## config.mk

```make
export PLATFORM = sky130hd
export DESIGN_NAME = element_threshold_binarize_flat
export DESIGN_NICKNAME = d
export VERILOG_FILES = /design/src/rtl/element_threshold_binarize_pkg.sv /design/src/rtl/element_threshold_binarize_if.sv /design/src/rtl/element_threshold_binarize_tie_break_lfsr.sv /design/src/rtl/element_threshold_binarize.sv /design/src/flat_wrapper.sv
export SDC_FILE = /design/constraint.sdc
export NUM_CORES = 1
export LEC_CHECK = 0
export ABC_AREA = 1
export CORE_UTILIZATION = 45
export CTS_BUF_LIST = sky130_fd_sc_hd__clkbuf_16
export CTS_CLUSTER_DIAMETER = 40
export DETAILED_ROUTE_END_ITERATION = 10
export GPL_ROUTABILITY_DRIVEN = 1
export MAX_ROUTING_LAYER = met4
export PLACE_DENSITY = 0.8
export SLEW_MARGIN = 20
export SYNTH_ARGS = -nofsm -noshare
export SYNTH_HDL_FRONTEND = slang
export SYNTH_SLANG_ARGS = --single-unit
```

## constraint.sdc

```tcl
create_clock -name clk -period 2.5 [get_ports clk]
set_input_delay 0.375 -clock clk [delete_from_list [all_inputs] [get_ports clk]]
set_output_delay 0.375 -clock clk [all_outputs]
set_load 0.03 [all_outputs]
```

## src/rtl/element_threshold_binarize_pkg.sv

```systemverilog
// hdc_bundling_pkg: shared FSM states and tie-break LFSR constants for the bundling back end
package hdc_bundling_pkg;
    typedef enum logic [1:0] {IDLE, COLLECT, DRAIN, DONE} state_t;
    localparam int LFSR_W = 16;
    localparam logic [LFSR_W-1:0] LFSR_MASK = 16'hB400;
    localparam logic [LFSR_W-1:0] LFSR_SEED_DEFAULT = 16'hACE1;
    function automatic logic [LFSR_W-1:0] lfsr_step(input logic [LFSR_W-1:0] s);
        return s[0] ? ((s >> 1) ^ LFSR_MASK) : (s >> 1);
    endfunction
endpackage

```

## src/rtl/element_threshold_binarize_if.sv

```systemverilog
// element_threshold_binarize_if: element input stream, packed word output stream and status
interface element_threshold_binarize_if #(
    parameter int ELEMENT_WIDTH = 64,
    parameter int OUT_WIDTH = 32
);
    logic start;
    logic in_valid;
    logic in_ready;
    logic [ELEMENT_WIDTH-1:0] elem_in;
    logic elem_overflow;
    logic in_last;
    logic out_valid;
    logic out_ready;
    logic [OUT_WIDTH-1:0] out_word;
    logic out_last;
    logic overflow;
    logic busy;
    logic done;
    modport master (
        output start, in_valid, elem_in, elem_overflow, in_last, out_ready,
        input in_ready, out_valid, out_word, out_last, overflow, busy, done
    );
    modport slave (
        input start, in_valid, elem_in, elem_overflow, in_last, out_ready,
        output in_ready, out_valid, out_word, out_last, overflow, busy, done
    );
endinterface

```

## src/rtl/element_threshold_binarize_tie_break_lfsr.sv

```systemverilog
// tie_break_lfsr: Galois LFSR whose low bit resolves majority-vote ties, stepping only when asked
module tie_break_lfsr
    import hdc_bundling_pkg::*;
#(
    parameter logic [LFSR_W-1:0] RESET_SEED = LFSR_SEED_DEFAULT
) (
    input  logic              clk,
    input  logic              reset,
    input  logic              load,
    input  logic [LFSR_W-1:0] seed,
    input  logic              advance,
    output logic              bit_out
);
    logic [LFSR_W-1:0] state_q, state_d;
    always_comb begin
        state_d = load ? seed : advance ? lfsr_step(state_q) : state_q;
    end
    always_ff @(posedge clk or posedge reset) begin
        if (reset) state_q <= RESET_SEED;
        else state_q <= state_d;
    end
    assign bit_out = state_q[0];
endmodule

```

## src/rtl/element_threshold_binarize.sv

```systemverilog
// element_threshold_binarize: sign-thresholds accumulated elements into packed binary words
module element_threshold_binarize
    import hdc_bundling_pkg::*;
#(
    parameter int ELEMENT_WIDTH = 64,
    parameter int OUT_WIDTH = 32,
    parameter logic [LFSR_W-1:0] LFSR_SEED = LFSR_SEED_DEFAULT
) (
    input logic clk,
    input logic reset,
    element_threshold_binarize_if.slave bus
);
    localparam int CW = $clog2(OUT_WIDTH);
    state_t state_q, state_d;
    logic [OUT_WIDTH-1:0] pack_q, pack_d, word_q, word_d, merged;
    logic [CW-1:0] cnt_q, cnt_d;
    logic out_valid_q, out_valid_d, out_last_q, out_last_d, ovf_q, ovf_d;
    logic signed [ELEMENT_WIDTH-1:0] e;
    logic start_ok, accept, fire, tie, lfsr_bit, b, word_done, clear;
    always_comb begin
        e = bus.elem_in;
        start_ok = bus.start && (state_q == IDLE || state_q == DONE);
        accept = bus.in_valid && bus.in_ready;
        fire = out_valid_q && bus.out_ready;
        tie = accept && (e == '0);
        // Positive sums vote 1, negative vote 0, zero defers to the LFSR
        b = (e == '0) ? lfsr_bit : !e[ELEMENT_WIDTH-1];
        merged = pack_q | (OUT_WIDTH'(b) << cnt_q);
        word_done = accept && (cnt_q == CW'(OUT_WIDTH - 1) || bus.in_last);
        clear = start_ok || word_done;
        pack_d = clear ? '0 : accept ? merged : pack_q;
        cnt_d = clear ? '0 : accept ? cnt_q + CW'(1) : cnt_q;
        out_valid_d = word_done || (out_valid_q && !bus.out_ready);
        word_d = word_done ? merged : word_q;
        out_last_d = word_done ? bus.in_last : out_last_q;
        ovf_d = !start_ok && (ovf_q || (accept && bus.elem_overflow));
        state_d = start_ok ? COLLECT :
                  (state_q == COLLECT && accept && bus.in_last) ? DRAIN :
                  (state_q == DRAIN && fire && out_last_q) ? DONE : state_q;
    end
    always_ff @(posedge clk or posedge reset) begin
        if (reset) begin
            state_q <= IDLE;
            pack_q <= '0;
            cnt_q <= '0;
            out_valid_q <= 1'b0;
            word_q <= '0;
            out_last_q <= 1'b0;
            ovf_q <= 1'b0;
        end else begin
            state_q <= state_d;
            pack_q <= pack_d;
            cnt_q <= cnt_d;
            out_valid_q <= out_valid_d;
            word_q <= word_d;
            out_last_q <= out_last_d;
            ovf_q <= ovf_d;
        end
    end
    tie_break_lfsr #(.RESET_SEED(LFSR_SEED)) u_lfsr (
        .clk(clk),
        .reset(reset),
        .load(start_ok),
        .seed(LFSR_SEED),
        .advance(tie),
        .bit_out(lfsr_bit)
    );
    assign bus.in_ready = (state_q == COLLECT) && (!out_valid_q || bus.out_ready);
    assign bus.out_valid = out_valid_q;
    assign bus.out_word = word_q;
    assign bus.out_last = out_last_q;
    assign bus.overflow = ovf_q;
    assign bus.busy = (state_q == COLLECT) || (state_q == DRAIN);
    assign bus.done = (state_q == DONE);
endmodule

```

## src/flat_wrapper.sv

```systemverilog
// flat-port wrapper written by rule: the top's interface ports become plain ports
module element_threshold_binarize_flat import hdc_bundling_pkg::*;
#(
    parameter int ELEMENT_WIDTH = 64,
    parameter int OUT_WIDTH = 32,
    parameter logic [LFSR_W-1:0] LFSR_SEED = LFSR_SEED_DEFAULT
)
  (clk, reset, bus_start, bus_in_valid, bus_elem_in, bus_elem_overflow, bus_in_last, bus_out_ready, bus_in_ready, bus_out_valid, bus_out_word, bus_out_last, bus_overflow, bus_busy, bus_done);
  element_threshold_binarize_if #(.ELEMENT_WIDTH(ELEMENT_WIDTH), .OUT_WIDTH(OUT_WIDTH)) bus_i ();
  input logic clk;
  input logic reset;
  input wire logic [$bits(bus_i.start)-1:0] bus_start;
  input wire logic [$bits(bus_i.in_valid)-1:0] bus_in_valid;
  input wire logic [$bits(bus_i.elem_in)-1:0] bus_elem_in;
  input wire logic [$bits(bus_i.elem_overflow)-1:0] bus_elem_overflow;
  input wire logic [$bits(bus_i.in_last)-1:0] bus_in_last;
  input wire logic [$bits(bus_i.out_ready)-1:0] bus_out_ready;
  output wire logic [$bits(bus_i.in_ready)-1:0] bus_in_ready;
  output wire logic [$bits(bus_i.out_valid)-1:0] bus_out_valid;
  output wire logic [$bits(bus_i.out_word)-1:0] bus_out_word;
  output wire logic [$bits(bus_i.out_last)-1:0] bus_out_last;
  output wire logic [$bits(bus_i.overflow)-1:0] bus_overflow;
  output wire logic [$bits(bus_i.busy)-1:0] bus_busy;
  output wire logic [$bits(bus_i.done)-1:0] bus_done;
  assign bus_i.start = bus_start;
  assign bus_i.in_valid = bus_in_valid;
  assign bus_i.elem_in = bus_elem_in;
  assign bus_i.elem_overflow = bus_elem_overflow;
  assign bus_i.in_last = bus_in_last;
  assign bus_i.out_ready = bus_out_ready;
  assign bus_in_ready = bus_i.in_ready;
  assign bus_out_valid = bus_i.out_valid;
  assign bus_out_word = bus_i.out_word;
  assign bus_out_last = bus_i.out_last;
  assign bus_overflow = bus_i.overflow;
  assign bus_busy = bus_i.busy;
  assign bus_done = bus_i.done;
  element_threshold_binarize #(.ELEMENT_WIDTH(ELEMENT_WIDTH), .OUT_WIDTH(OUT_WIDTH), .LFSR_SEED(LFSR_SEED)) u_core (.clk(clk), .reset(reset), .bus(bus_i));
endmodule
```

Word-level counts from Yosys, hierarchy flattened --
Index checks and enable logic that the tools add are counted.
Storage, ports and cells: flip-flop bits (word level) 90, input port bits 71, logic and storage cells 56
Cells by class: shifts and indexed selects 1, add/subtract/negate cells 1, muxes and demuxes 11, bitwise gates (word level) 2, reductions and logical operators 29, eq/ne operators 4
Operators by type and width (number):
- $logic_not 64->1 | 1
- $mux 32 | 2
- $mux 16 | 3
- $or 32x32->32 | 1
- $shl 1x5->32 | 1
- $logic_and 1x1->1 | 13
- $mux 5 | 2
- $logic_or 1x1->1 | 7
- $mux 2 | 3
- $add 5x1->5 const B | 1
- $eq 5x5->1 const B | 1
- $eq 2x2->1 const B | 2
- $logic_not 1->1 | 4
- $not 3->4 | 1
- $reduce_bool 2->1 | 2
- $reduce_bool 3->1 | 1
- $eq 2x1->1 const B | 1
- $logic_not 2->1 | 1
- $mux 1 | 1

Longest topological paths before layout --
Gate-level depths: netlist of run 1.
depth after elaboration 8, depth in mapped cells 14, depth with buffers taken out 13

Modules after synthesis --
From an unflattened synthesis of run 1, not the netlist that was laid out.
Second synthesis, totals: cells, all modules 564, area total of the unflattened synthesis 4440.5 um^2
Modules (own cells, without submodules):
- element_threshold_binarize | cells each 463, area each 3652.3 um^2, times used 1, seq. area each 1851.8 um^2
- tie_break_lfsr | cells each 101, area each 788.3 um^2, times used 1, seq. area each 410.4 um^2

Worst setup path after synthesis of run 1 --
Ideal clock, no wire load.
path type register -> register, start point reg u_core.cnt_q[3], end point reg u_core.pack_q[2], setup slack 422 ps, data required time 2427 ps, arrival 2005 ps, stages on the path, launching flop included 14, path buffers 3, cells stage by stage dfrtp_1 clkbuf_1 inv_1 clkbuf_1 nor2_1 ha_1 o21ai_4 inv_4 nor2_8 nand2_4 inv_6 buf_8 a21oi_2 a21oi_2
Between the ends: word-level cells in the longest chain between the ends 5, elaborated cells on any way between the ends 9, those cells by class eq/ne: 1; shift: 1; mux: 2; bitwise: 1; reduce/logical: 4
Ends and longest elaborated chain:
- start: declaration | line element_threshold_binarize.sv:16 | logic [CW-1:0] cnt_q, cnt_d;
- start signal: assignment | line element_threshold_binarize.sv:53 | cnt_q <= cnt_d;
- $eq 5x5->1 | line element_threshold_binarize.sv:29 | word_done = accept && (cnt_q == CW'(OUT_WIDTH - 1) || bus.in_last);
- $logic_or 1x1->1 | line element_threshold_binarize.sv:29
- $logic_and 1x1->1 | line element_threshold_binarize.sv:29
- $logic_or 1x1->1 | line element_threshold_binarize.sv:30 | clear = start_ok || word_done;
- $mux 32 or $reduce_bool 2->1 (tied branches)
- end signal: assignment | line element_threshold_binarize.sv:52 | pack_q <= pack_d;
- end: declaration | line element_threshold_binarize.sv:15 | logic [OUT_WIDTH-1:0] pack_q, pack_d, word_q, word_d, merged;
Parallel ways exist; a longest one is shown, timed or not. The select of a mux whose other input is x is not followed. A chain may end at the register's enable or synchronous reset.

Final worst setup path of run 1 --
start point reg u_core.state_q[1], end point out bus_in_ready
Between the ends: word-level cells in the longest chain between the ends 2
Ends and longest elaborated chain:
- start: declaration | line element_threshold_binarize.sv:14 | state_t state_q, state_d;
- start signal: assignment | line element_threshold_binarize.sv:51 | state_q <= state_d;
- $eq 2x1->1 | line element_threshold_binarize.sv:68 | assign bus.in_ready = (state_q == COLLECT) && (!out_valid_q || bus.out_ready);
- $logic_and 1x1->1 | line element_threshold_binarize.sv:68
- end: declaration | line flat_wrapper.sv:18 | output wire logic [$bits(bus_i.in_ready)-1:0] bus_in_ready;
No other way between the ends.

==> summary.md, run 1 <==
| Metric | Value |
|---|---|
| CP required | `2120 ps` |
| Final hold slack | `472.3 ps` |
| Setup Viol. Count Final | `0` |
| Die Wd | `101.6 um` |
| Top cells by area, synth | `dfrtp_1 (46%), nand2_1 (13%), a21oi_2 (7.1%)` |
| Number of max-cap violations | `0` |
| Status | `finished clean` |
| Distinct cells, synth | `35` |
| DRT iter0 DRCs | `244` |
| Fin crit share | `91.21%` |
| Die ar. | `0.01032 mm2` |
| CTS tree | `done` |
| HP Class | `flip-flop to flip-flop` |
| IO Pins | `109` |
| Initial antenna violation count | `0` |
| Post-synthesis async set-or-reset flop share | `100.0%` |
| CP most frequent cell | `inv_1` |
| Post-route DRC violation count | `0` |
| Worst path buffer plus inverter count | `3` |
| Total iterations of the first detailed-routing run | `5` |
| Post-synthesis cell area | `0.004462 mm2` |
| Vias | `3941` |
| Total gr overflow | `0` |
| Antenna cells | `0` |
| WL/cell | `14.23 um` |
| First-pass GRT wire length | `18.42 mm` |
| Crit path max-delay family | `buffers and inverters` |
| WS Path Type | `flip-flop to output port` |
| Slew HR | `54.33%` |
| Synth Net Count | `607` |
| Synth top area share | `45.99%` |
| Crit end category | `output port` |
| Synth Flop Type | `dfrtp_1` |
| Max frequency | `438.6 MHz` |
| Largest net degree at the start of global routing | `39` |
| Port Buffers | `108` |
| Number of global-route vias before repair | `3793` |
| Synth Warn # | `0` |
| P&R area growth vs syn | `33.76%` |
| Total leakage power | `2.718 nW` |
| Die height | `101.6 um` |
| Pwr Density | `840.5 mW/mm2` |
| Worst path slowest cell | `clkdlybuf4s50_1` |
| Max rail drop VDD | `0.0004241 V` |
| Clock transition at the registers of the reported paths | `60 ps` |
| Critical Path AT | `1910 ps` |
| Leading area contributor after synthesis | `dfrtp_1` |
| Drt via density | `5.098` |
| Crit path cell chain | `inv_1 -> ha_1 -> inv_1 -> nor2_2 -> clkdlybuf4s50_1` |
| Pwr Total | `5.016 mW` |
| Clock Sinks | `90` |
| Post-CTS Resized | `0` |
| Number of synthesized flops with an enable pin | `0` |
| Max Buffers Root-to-Sink | `2` |
| Clock Skew | `5.863 ps` |
| Post-DP HPWL | `7.889 mm` |
| Worst-skew pair later-pin latency | `340 ps` |
| Core area | `0.009415 mm2` |
| Synthesized flop and latch total | `90` |
| Mean Syn Cell Area | `8.403 um2` |
| Final ANT Viol Nets | `0` |
| Final GP Congestion | `0.8878` |
| Post-CTS setup buffer count | `0` |
| Startpoint types | `flip-flop` |
| Setup TNS after final layout | `0 ps` |
| CTS H-tree lvls | `3` |
| FP Rows | `35` |
| RSZ-0062 raised after global routing | `false` |
| CTS Hold Bufs | `0` |
| Most repeated cell in the gate-level netlist after synthesis | `nand2_1` |
| Crit path time final | `2280 ps` |
| Worst-Margin Slew | `683.6 ps` |
| Final nets | `715` |
| Clk root buf | `clkbuf_16` |
| Final Core Density | `63.39%` |
| Share of layout cells above drive strength 1 | `13.51%` |
| GRT Resource Usage Total | `23.97%` |
| Slew Viols, Final | `0` |
| Synth cell count leaders | `nand2_1 (152), dfrtp_1 (82), nor2_1 (59), inv_1 (49), a21oi_2 (36)` |
| Initial core utilization | `47.39%` |
| Post-Synthesis Cells | `531` |
| Num CTS Buffers | `9` |
| Routed WL | `11.00 mm` |
| CP peak stage delay | `730 ps` |
| Sequential share of the synthesized area | `50.70%` |
| Final Hold Fails | `0` |
| Max Fanout on Critical Path | `3` |
where the power goes:
group	switching [mW]	internal, mW
Combinational	1.22	0.675
Sequential	0.134	1.66
Clock	0.563	0.774
final cells by class:
type                            instances  area, um2
Clock inverter                          7      71.32
Clock buffer                            9      225.2
Sequential cell                        90       2262
Fill cell                             778       3447
Multi-Input combinational cell        365       1847
Inverter                               55      220.2
Timing Repair Buffer                  118       1181
Tap cell                              129      161.4
sequential cells by signal, indices dropped and copies added (netlist names):
name and cells:
u_core.cnt_q 5, u_core.bus.out_valid 1, u_core.bus.out_word 32, u_core.bus.out_last 1, u_core.pack_q 32, u_core.u_lfsr.state_q 16, u_core.state_q 2, u_core.bus.overflow 1
worst paths after layout:
check                      depth (start not counted)  slack (ps)                        end              start
setup / recovery                                   5         220               bus_in_ready  u_core.state_q[1]
hold / removal                                     2         470          u_core.pack_q[11]  u_core.pack_q[11]
setup reg to reg                                   9         310          u_core.pack_q[22]  u_core.state_q[0]
hold reg to reg                                    2         470          u_core.pack_q[11]  u_core.pack_q[11]
max in group asynchronous                          3        1380  u_core.u_lfsr.state_q[13]              reset
min in group asynchronous                          2         490   u_core.u_lfsr.state_q[8]              reset
stage by stage:
stage	area, um2	setup slack [ps]	cells
after detailed placement	5672	276.4	757
after global placement	5672	312.2	757
after global routing	5968	110.1	773
final	5968	219.8	773
after CTS	5968	217.0	773
after floorplan	4466	421.5	531
worst register-to-register path, stage by stage, from the launching register on:
cell and delay [ps]:
dfrtp_1 370, inv_1 70, ha_1 340, nand2_1 270, inv_1 250, nor2_8 240, nand2_4 90, inv_6 230
a21oi_1 100, a21oi_1 150
routing by layer:
layer	part of all wire (%)	vias up	track usage, %
met4	2.5	0	10.14
li1	-	1917	-
met2	48	123	36.28
met1	43	1871	31.07
met5	0	-	-
met3	5.8	30	5.176
cells by family (layout without fill, tap and decap cells):
logic type | count (synthesis) | count (layout) | share of synthesized area [%]
AO/OA/AOI/OAI | 94 | 94 | 14.58
XOR/XNOR | 2 | 2 | 0.3927
AND/OR/NAND/NOR | 264 | 264 | 25.01
buffers and inverters | 76 | 189 | 7.908
flip-flops | 90 | 90 | 50.70
adder cells (fa/ha/maj) | 5 | 5 | 1.402
cells in the final DEF (no fill, tap or decap), types with 9 or more instances in the layout:
cell and n:
a21oi_1 27, nor2_1 59, o21ai_0 13, inv_1 49, dfrtp_1 82, clkbuf_16 9, a21oi_2 36, nand2_1 152
nand3_1 34, clkdlybuf4s50_1 108
Power figures use the tool's default switching activity.
==> inputs of run 2 (changes only) <==
--- a/config.mk
+++ b/config.mk
@@ -5,8 +5,7 @@
 export SDC_FILE = /design/constraint.sdc
 export NUM_CORES = 1
 export LEC_CHECK = 0
-export ABC_AREA = 1
-export CORE_UTILIZATION = 45
+export CORE_UTILIZATION = 44
 export CTS_BUF_LIST = sky130_fd_sc_hd__clkbuf_16
 export CTS_CLUSTER_DIAMETER = 40
 export DETAILED_ROUTE_END_ITERATION = 10
==> run 2 against run 1 <==
Net effect:
- critical path type is now primary input to flip-flop
- final area shrank 3.2%
- synthesized area shrank 8.6%
- global-route usage grew 0.36 points
- sequential cell count is the same
- cell count shrank 18%
- the flow now finishes with violations (design-rule violations)
- maximum frequency shrank 2.9%
- critical endpoint is now u_core.pack_q[11]
==> summary.md, run 2 <==
| Metric | Value |
|---|---|
| Worst slack at placement | `-337.7 ps (was 276.4 ps)` |
| Leading area contributor after synthesis | `dfrtp_1 (unchanged)` |
| Sequential share of the synthesized area | `55.46% (was 50.70%)` |
| Num CTS Buffers | `9 (unchanged)` |
| Distinct cells, synth | `33 (was 35)` |
| Final Core Density | `65.30% (was 63.39%)` |
| DRT iter0 DRCs | `228 (was 244)` |
| RSZ-0062 raised after global routing | `false (unchanged)` |
| Die Wd | `98.28 um (was 101.6 um)` |
| Max frequency | `425.7 MHz (was 438.6 MHz)` |
| Synth top area share | `50.31% (was 45.99%)` |
| Drt via density | `5.671 (was 5.098)` |
| Total gr overflow | `0 (unchanged)` |
| Adder-cell share of the synthesized area | `1.534% (was 1.402%)` |
| Post-route DRC violation count | `18 (was 0)` |
| Worst-skew pair later-pin latency | `340 ps (about the same)` |
| Synth Flop Type | `dfrtp_1 (unchanged)` |
| Clk root buf | `clkbuf_16 (unchanged)` |
| Fin crit share | `93.95% (was 91.21%)` |
| Mean Syn Cell Area | `10.17 um2 (was 8.403 um2)` |
| Synth Net Count | `477 (was 607)` |
| Core area | `0.008848 mm2 (was 0.009415 mm2)` |
| Setup Viol. Count Final | `0 (unchanged)` |
| Final setup margin | `151.2 ps (was 219.8 ps)` |
| Clock Sinks | `90 (unchanged)` |
| CP required | `2710 ps (was 2120 ps)` |
| WL/cell | `16.99 um (was 14.23 um)` |
| Worst-Margin Slew | `474.0 ps (was 683.6 ps)` |
| Slew Viols, Final | `0 (unchanged)` |
| Post-Synthesis Cells | `401 (was 531)` |
| Total iterations of the first detailed-routing run | `7 (was 5)` |
| CP most frequent cell | `buf_4 (was inv_1)` |
| GRT Resource Usage Total | `24.33% (was 23.97%)` |
| Crit end category | `flip-flop (was output port)` |
| Die ar. | `0.009659 mm2 (was 0.01032 mm2)` |
| Pwr Total | `4.225 mW (was 5.016 mW)` |
| Largest net degree at the start of global routing | `91 (was 39)` |
| Clock transition at the registers of the reported paths | `60 ps (about the same)` |
| Startpoint types | `primary input (was flip-flop)` |
| Total leakage power | `2.597 nW (was 2.718 nW)` |
| Fillers | `708 (was 778)` |
| FP Rows | `34 (was 35)` |
| R2R Setup Slk | `200 ps (was 310 ps)` |
| Number of max-cap violations | `0 (unchanged)` |
| Crit path cell chain | `clkdlybuf4s50_1 -> nor4_1 -> nand4_1 -> or4_1 -> buf_4 -> mux2i_1 -> buf_4 -> o21ai_0 (was inv_1 -> ha_1 -> inv_1 -> nor2_2 -> clkdlybuf4s50_1)` |
| Final hold slack | `480.6 ps (was 472.3 ps)` |
| Most common cell after layout, fill and taps aside | `clkdlybuf4s50_1 (was nand2_1)` |
| CP peak stage delay | `550 ps (was 730 ps)` |
| Antenna cells | `0 (unchanged)` |
| Pwr Density | `731.2 mW/mm2 (was 840.5 mW/mm2)` |
| Synth cell count leaders | `dfrtp_1 (82), o21ai_0 (78), nand2_1 (50), mux2i_1 (38), nand3_1 (25) (was nand2_1 (152), dfrtp_1 (82), nor2_1 (59), inv_1 (49), a21oi_2 (36))` |
| Placed Cells incl. Taps | `619 (was 757)` |
| Post-synthesis simple-gate area fraction | `15.80% (was 25.01%)` |
| Slew HR | `68.40% (was 54.33%)` |
| Post-synthesis async set-or-reset flop share | `100.0% (unchanged)` |
| Top cells by area, synth | `dfrtp_1 (50%), o21ai_0 (9.6%), mux2i_1 (9.3%) (was dfrtp_1 (46%), nand2_1 (13%), a21oi_2 (7.1%))` |
| Final cell count without fillers | `635 (was 773)` |
| Initial antenna violation count | `0 (unchanged)` |
| Die height | `98.28 um (was 101.6 um)` |
| Failing checks | `design-rule violations` |
| Status | `complete, but fails checks (was finished clean)` |
| Share of layout cells above drive strength 1 | `10.63% (was 13.51%)` |
| Initial core utilization | `46.10% (was 47.39%)` |
| Setup TNS after final layout | `0 ps (unchanged)` |
| Final GP Congestion | `0.8524 (was 0.8878)` |
| Crit path time final | `2349 ps (was 2280 ps)` |
| First-pass GRT wire length | `17.73 mm (was 18.42 mm)` |
| Worst path buffer plus inverter count | `3 (unchanged)` |
| Vias | `3601 (was 3941)` |
| Post-DP HPWL | `7.455 mm (was 7.889 mm)` |
| Final Hold Fails | `0 (unchanged)` |
| Final nets | `599 (was 715)` |
| HP Class | `flip-flop to flip-flop (unchanged)` |
| P&R area growth vs syn | `41.66% (was 33.76%)` |
| Synth Warn # | `0 (unchanged)` |
| Number of global-route vias before repair | `3602 (was 3793)` |
| Most repeated cell in the gate-level netlist after synthesis | `dfrtp_1 (was nand2_1)` |
| Final ANT Viol Nets | `0 (unchanged)` |
| Largest family of logic cells by synthesized area | `simple AND/OR/NAND/NOR gates (unchanged)` |
| CTS H-tree lvls | `3 (unchanged)` |
| Synth Area in Compound Gates | `13.16% (was 14.58%)` |
| Mux share of post-synthesis cell area | `10.43% (was 0%)` |
| Max Buffers Root-to-Sink | `2 (unchanged)` |
| Crit path max-delay family | `simple AND/OR/NAND/NOR gates (was buffers and inverters)` |
| Worst path slowest cell | `or4_1 (was clkdlybuf4s50_1)` |
| WS Path Type | `primary input to flip-flop (was flip-flop to output port)` |
| Number of synthesized flops with an enable pin | `0 (unchanged)` |
| Synthesized flop and latch total | `90 (unchanged)` |
| Commonest non-fill, non-tap cells in the layout | `clkdlybuf4s50_1 (108), dfrtp_1 (82), o21ai_0 (78) (was nand2_1 (152), clkdlybuf4s50_1 (108), dfrtp_1 (82))` |
| Clock Skew | `8.430 ps (was 5.863 ps)` |
| Port Buffers | `108 (unchanged)` |
| IO Pins | `109 (unchanged)` |
| Post-synthesis cell area | `0.004079 mm2 (was 0.004462 mm2)` |
| Max Fanout on Critical Path | `9 (was 3)` |
| CTS tree | `done (unchanged)` |
| Placed Area | `0.005450 mm2 (was 0.005672 mm2)` |
| Routed WL | `10.79 mm (was 11.00 mm)` |
| Synth Area in XOR/XNOR | `0.6442% (was 0.3926%)` |
| Critical Path AT | `2560 ps (was 1910 ps)` |
| Max rail drop VDD | `0.0004176 V (was 0.0004241 V)` |
| Final Instance Area | `0.005778 mm2 (was 0.005968 mm2)` |
[run 2: cell count changes after synthesis, moves of 12 or more]
cell and delta:
inv_1 -44, a21oi_1 -12, mux2i_1 +38, nand2_1 -102
o21ai_0 +65, nor4_1 +18, a21oi_2 -36, nor2_1 -46
[run 2: per-layer routing]
layer  wire (um)  vias up  track usage [%]
li1            -     1685                -
met1        4326     1764            28.28
met2        5359      134            40.09
met3         876       18            6.156
met4         227        0            10.45
met5           0        -                -
[run 2: final cells by class]
class | instances | area [um2] | share of cell area (%)
Sequential cell | 90 | 2262 | 39.15
Clock inverter | 6 | 66.31 | 1.148
Inverter | 5 | 22.52 | 0.3898
Tap cell | 108 | 135.1 | 2.339
Clock buffer | 9 | 225.2 | 3.898
Multi-Input combinational cell | 284 | 1748 | 30.25
Timing Repair Buffer | 133 | 1319 | 22.82
[run 2: tightest hold or removal path, stage by stage (launching register included)]
cell and delay [ps]:
dfrtp_1 340, nand2_1 50, o21ai_0 60
[run 2: logic make-up after synthesis]
| family | after synthesis |
|---|---|
| AND/OR/NAND/NOR | 134 |
| XOR/XNOR | 3 |
| flip-flops | 90 |
| buffers and inverters | 27 |
| AO/OA/AOI/OAI | 102 |
| adder cells (fa/ha/maj) | 5 |
| multiplexers | 40 |
[run 2: worst paths after layout]
kind                                      to  cells past startpoint               from
max                        u_core.pack_q[11]                      8     bus_elem_in[5]
min                        u_core.pack_q[10]                      2  u_core.pack_q[10]
max reg2reg                u_core.pack_q[23]                      7    u_core.cnt_q[0]
min reg2reg                u_core.pack_q[10]                      2  u_core.pack_q[10]
max in group asynchronous    u_core.cnt_q[2]                      3              reset
min in group asynchronous  u_core.pack_q[20]                      3              reset
[run 2: repair_timing]
action                                  in CTS  in global routing
pin swaps                                    0                  1
hold buffers                                 0                  0
setup buffers                                0                  1
resized for setup                            1                  6
endpoints found under the setup margin      32                 21
[run 2: report_power, final]
part / internal [mW] / switching (mW)
Sequential: 1.55 / 0.0689
Clock: 0.772 / 0.555
Combinational: 0.510 / 0.773
Total: 2.83 / 1.40
==> inputs of run 3 (changes only) <==
--- a/config.mk
+++ b/config.mk
@@ -10,6 +10,7 @@
 export CTS_CLUSTER_DIAMETER = 40
 export DETAILED_ROUTE_END_ITERATION = 10
 export GPL_ROUTABILITY_DRIVEN = 1
+export HOLD_SLACK_MARGIN = 0.12
 export MAX_ROUTING_LAYER = met4
 export PLACE_DENSITY = 0.8
 export SLEW_MARGIN = 20
==> results of run 3 <==
Final layout, timing and power as in run 2 (identical DEF).
